[src/rtl/acc_alu_ctrl.sv]
`default_nettype none
// ============================================================================
// Module   : acc_alu_ctrl
// Desc     : 16-bit accumulator, six-control-bit ALU and opcode control/halt.
// Revision : 1.0 - initial release
// ============================================================================
module acc_alu_ctrl (
  input  logic        clk,
  input  logic        rst_acc,
  input  logic [4:0]  opcode,
  input  logic [15:0] data_in,
  output logic [15:0] data_out,
  output logic [15:0] alu_out,
  output logic        zr,
  output logic        ng,
  output logic        wr,
  output logic        pc_hold
);

  localparam logic [0:0] c_RUN  = 1'b0;
  localparam logic [0:0] c_HALT = 1'b1;

  localparam logic [4:0] c_LAST_ALU = 5'b10001;
  localparam logic [4:0] c_LDA      = 5'b10010;
  localparam logic [4:0] c_STA      = 5'b10011;
  localparam logic [4:0] c_HLT      = 5'b10101;
  localparam logic [4:0] c_HLTZ     = 5'b10110;
  localparam logic [4:0] c_HLTN     = 5'b10111;
  localparam logic [5:0] c_PASS_X   = 6'b001100;

  logic [0:0]  state_q, state_d;
  logic [15:0] acc_q, acc_d;

  logic [5:0]  w_ctrl;
  logic        w_alu_load;
  logic        w_lda;
  logic        w_sta;
  logic        w_halt_take;

  logic [15:0] w_x0, w_x1, w_y0, w_y1, w_f;

  // Opcode decode; while halted the opcode is ignored entirely.
  always_comb begin
    w_ctrl      = c_PASS_X;
    w_alu_load  = 1'b0;
    w_lda       = 1'b0;
    w_sta       = 1'b0;
    w_halt_take = 1'b0;
    if (state_q == c_RUN) begin
      w_alu_load = (opcode <= c_LAST_ALU);
      w_lda      = (opcode == c_LDA);
      w_sta      = (opcode == c_STA);
      unique case (opcode)
        5'b00000: w_ctrl = 6'b101010;
        5'b00001: w_ctrl = 6'b111111;
        5'b00010: w_ctrl = 6'b111010;
        5'b00011: w_ctrl = 6'b001100;
        5'b00100: w_ctrl = 6'b110000;
        5'b00101: w_ctrl = 6'b001101;
        5'b00110: w_ctrl = 6'b110001;
        5'b00111: w_ctrl = 6'b001111;
        5'b01000: w_ctrl = 6'b110011;
        5'b01001: w_ctrl = 6'b011111;
        5'b01010: w_ctrl = 6'b110111;
        5'b01011: w_ctrl = 6'b001110;
        5'b01100: w_ctrl = 6'b110010;
        5'b01101: w_ctrl = 6'b000010;
        5'b01110: w_ctrl = 6'b010011;
        5'b01111: w_ctrl = 6'b000111;
        5'b10000: w_ctrl = 6'b000000;
        5'b10001: w_ctrl = 6'b010101;
        default:  w_ctrl = c_PASS_X;
      endcase
      w_halt_take = (opcode == c_HLT) ||
                    ((opcode == c_HLTZ) && (acc_q == 16'h0000)) ||
                    ((opcode == c_HLTN) && acc_q[15]);
    end
  end

  // ALU: control bits ordered zx nx zy ny f no.
  always_comb begin
    w_x0    = w_ctrl[5] ? 16'h0000 : acc_q;
    w_x1    = w_ctrl[4] ? ~w_x0 : w_x0;
    w_y0    = w_ctrl[3] ? 16'h0000 : data_in;
    w_y1    = w_ctrl[2] ? ~w_y0 : w_y0;
    w_f     = w_ctrl[1] ? (w_x1 + w_y1) : (w_x1 & w_y1);
    alu_out = w_ctrl[0] ? ~w_f : w_f;
  end

  // State register
  always_ff @(posedge clk) begin
    if (rst_acc) begin
      state_q <= c_RUN;
      acc_q   <= 16'h0000;
    end else begin
      state_q <= state_d;
      acc_q   <= acc_d;
    end
  end

  // Next-state logic
  always_comb begin
    state_d = state_q;
    acc_d   = acc_q;
    if (state_q == c_RUN) begin
      if (w_halt_take) begin
        state_d = c_HALT;
      end
      if (w_lda) begin
        acc_d = data_in;
      end else if (w_alu_load) begin
        acc_d = alu_out;
      end
    end
  end

  // Output logic
  always_comb begin
    data_out = acc_q;
    zr       = (alu_out == 16'h0000);
    ng       = alu_out[15];
    wr       = w_sta;
    pc_hold  = (state_q == c_HALT) || w_halt_take;
  end

endmodule
`default_nettype wire

[config.mk]
export PLATFORM = sky130hd
export DESIGN_NAME = acc_alu_ctrl
export DESIGN_NICKNAME = d
export VERILOG_FILES = /design/src/rtl/acc_alu_ctrl.sv
export SDC_FILE = /design/constraint.sdc
export NUM_CORES = 1
export LEC_CHECK = 0
export BUFFER_PORTS_ARGS = -buffer_cell sky130_fd_sc_hd__buf_2
export CAP_MARGIN = 25
export CORE_MARGIN = 2
export CORE_UTILIZATION = 45
export DETAILED_ROUTE_END_ITERATION = 8
export GPL_ROUTABILITY_DRIVEN = 0
export PLACE_DENSITY = 0.75
export SLEW_MARGIN = 30
export SYNTH_ARGS = -nofsm -noshare
export SYNTH_HDL_FRONTEND = slang
export SYNTH_SLANG_ARGS = --single-unit
[constraint.sdc]
create_clock -name clk -period 6 [get_ports clk]
set_input_delay 0.3 -clock clk [delete_from_list [all_inputs] [get_ports clk]]
set_output_delay 0.3 -clock clk [all_outputs]
set_load 0.01 [all_outputs]
==> flow_summary.yaml <==
global_route:
  grt_pass1_vias: 3178
  overflow: 0
  grt_first_pass_wirelength_um: 15500
  grt.total_usage_pct: 25.5
  antenna_found_initial: 0
  grt_max_degree: 32
setup_path:
  end_kind: "primary output"
  path_cells: "buf_2 > inv_1 > ha_1 > o311ai_0 > o21ai_0 > nor2_1 > a211o_1 > xor2_1 > ha_1 > a211oi_1 > o31a_1 > a2111oi_2 > nor4_1 > o31a_1 > a21oi_1 > or4b_2 > nor4_2 > buf_2"
  worstReg2RegEnd: "data_out[12]"
  crit_path_top_delay_cell: "or4b_2"
  critPathLaunchType: "primary input"
  worstPathArrival_ns: 5.03
  regToRegStartpoint: "state_q"
  slowest_delay_ns: 0.71
  critPathKind: "primary input to primary output"
  worstRegToRegCells: 15
  cp_data_required_time_ns: 5.70
  r2r_slack_ns: 1.77
  crit_fanout: 8
yosys:
  synth_most_common_cell: "nand2_1"
  synth_top_area_share_pct: 11.5
  synth_edf_count: 0
  synth_fp_nets: 471
  synthTopCellsByArea: "dfxtp_1 12%, nand2_1 11%, xor2_1 10%, ha_1 8.5%, xnor2_1 5.0%"
  avgSynthCellArea_um2: 6.91
  ys_types: 59
  netlist_area_um2: 2950
  synth_top_area_cell: "dfxtp_1"
  synth_ff_type: "dfxtp_1"
  syn_inst: 427
  ys_seq_area_share_pct: 11.5
  ys_top_cells_by_count: "83 x nand2_1, 36 x nor2_1, 35 x xor2_1"
  synth-async-reset-ratio_pct: 0
  synth-seq-cells: 17
  yosysWarnings: 0
route:
  wl_met3_um: 742
  viasPerCell: 6.30
  route.detailed.drc: 0
  met1_length_um: 4060
  post_drt_wl_per_cell_um: 17.0
  drt-pass1-iter-count: 5
  dr_wl_met2_um: 4230
  ant_nets: 0
  top_layer: "met4"
  drt-initial-drc-count: 361
  drt_wl_total_um: 9300
  num_vias: 3446
clocking:
  cts_htree_levels: 1
  clock_path_buffers: 2
  cts.sinks: 17
  cts_root_buffer: "clkbuf_8"
  cts_resized: 0
  cts-hold-fix-buffers: 0
  clkTransAtPathRegs_ns: 0.07
  cts_setup_buffers: 0
  clock_latency_ns: 0.26
  cts_tree: "built"
  cts_buffers: 3
pwr:
  peakVddDrop_uv: 244
  leakagePower_nw: 1.41
  powerDensity_nw_per_um2: 335
sta:
  finalHoldViolations: 0
  skew_ns: 0.00197
  max_clock_freq_mhz: 188
  whs_ns: 0.324
  worstMarginPinSlew_ns: 0.871
  slew_viol_final: 0
  grt_setup_unrepaired: "no"
  fin_crit_ns: 5.33
  finalCritPeriodShare_pct: 88.9
  fin_tns_setup_ns: 0
  slew_headroom_pct: 41.8
  setup_violations: 0
floorplan:
  coreArea_um2: 6350
  core.rowCount: 29
  boundaryPins: 59
  die_y_um: 85.0
  die_x_um: 85.0
  dieArea_um2: 7220
  initial_core_util_pct: 46.4
flow_run:
  maxCapViolations: 0
final_layout:
  stdcell_count: 547
  stdcell_area_um2: 3330
  areaGrowthSynthToFinish_pct: 12.9
  fin_nets: 515
  drive_gt1_share_pct: 17.4
  num_antenna_cells: 0
placed_design:
  dpl_cell_area_um2: 3280
  numPortBuffers: 58
  hpwl_um: 7060
  dp.cells: 543
hold_path:
  min_to: "data_out[12]"
  hold_depth: 3
  hp-class: "primary input to register"
  hp-start: "data_in[12]"
status:
  status: "finished, final reports clean"
[placed cells by master (no fill, tap or decap), types with 14 or more instances in the layout]
master / n
nand2_1: 83
ha_1: 20
o21ai_0: 19
buf_2: 58
nor2_1: 36
xnor2_1: 17
a21oi_1: 15
a311oi_1: 14
xor2_1: 35
dfxtp_1: 17
[state kept, by name, summed over array words and instances (netlist names)]
register,count
state_q,1
data_out,16
[per-layer routing]
metal  vias up  global-route usage [%]
met3        35                    3.79
met4         0                    5.77
met1      1590                    35.2
met5         -                       0
met2       184                    42.0
li1       1637                       -
[stage by stage]
step                      total power, mW  setup slack [ns]  utilization [%]
after global placement              0.986             0.808             51.6
after floorplan                     0.763             0.718                -
final                                1.11             0.668             52.4
after global routing                 1.21             0.174             52.4
after detailed placement             1.00             0.716             51.7
after CTS                            1.10             0.670             52.4
[power by group]
part	total [mW]	switching [mW]	internal (mW)
sequential	0.168	0.0312	0.136
combinational	0.856	0.523	0.333
clock	0.0912	0.0439	0.0473
[final cells by class]
cell class / instances / area [µm²]
clock buffer: 4 / 45.0
fill: 657 / 3020
inverter: 12 / 45.0
multi-input combinational: 372 / 2460
sequential: 17 / 340
tap: 77 / 96.3
timing repair buffer: 65 / 343
[cell families after synthesis]
| group | synth area share, % |
|---|---|
| and+or+nand+nor | 29.7 |
| AOI/OAI and AO/OA | 26.7 |
| xor gates and xnor gates | 15.4 |
| buffers and inverters | 5.35 |
| adders and majority gates | 9.16 |
| DFF | 11.5 |
| muxes | 2.04 |
[worst max-delay path: cells and delay by family]
kind,cells,cell delay [ns]
buffers and inverters,3,0.40
and+or+nand+nor,4,1.54
AOI/OAI and AO/OA,8,1.92
xor gates and xnor gates,1,0.30
adders and majority gates,2,0.56
[worst max-delay path by stage]
| stage | start | endpoint | slack (ns) | depth (start not counted) |
|---|---|---|---|---|
| 2_1_floorplan | opcode[3] | zr | 0.72 | 18 |
| 3_3_place_gp | opcode[0] | zr | 0.81 | 18 |
| 3_5_place_dp | opcode[0] | zr | 0.72 | 18 |
| 4_1_cts | opcode[0] | zr | 0.67 | 18 |
| 5_1_grt | opcode[0] | zr | 0.17 | 18 |
| 6_report | opcode[0] | zr | 0.67 | 18 |
Note: power is estimated with default switching activity, not from simulation.
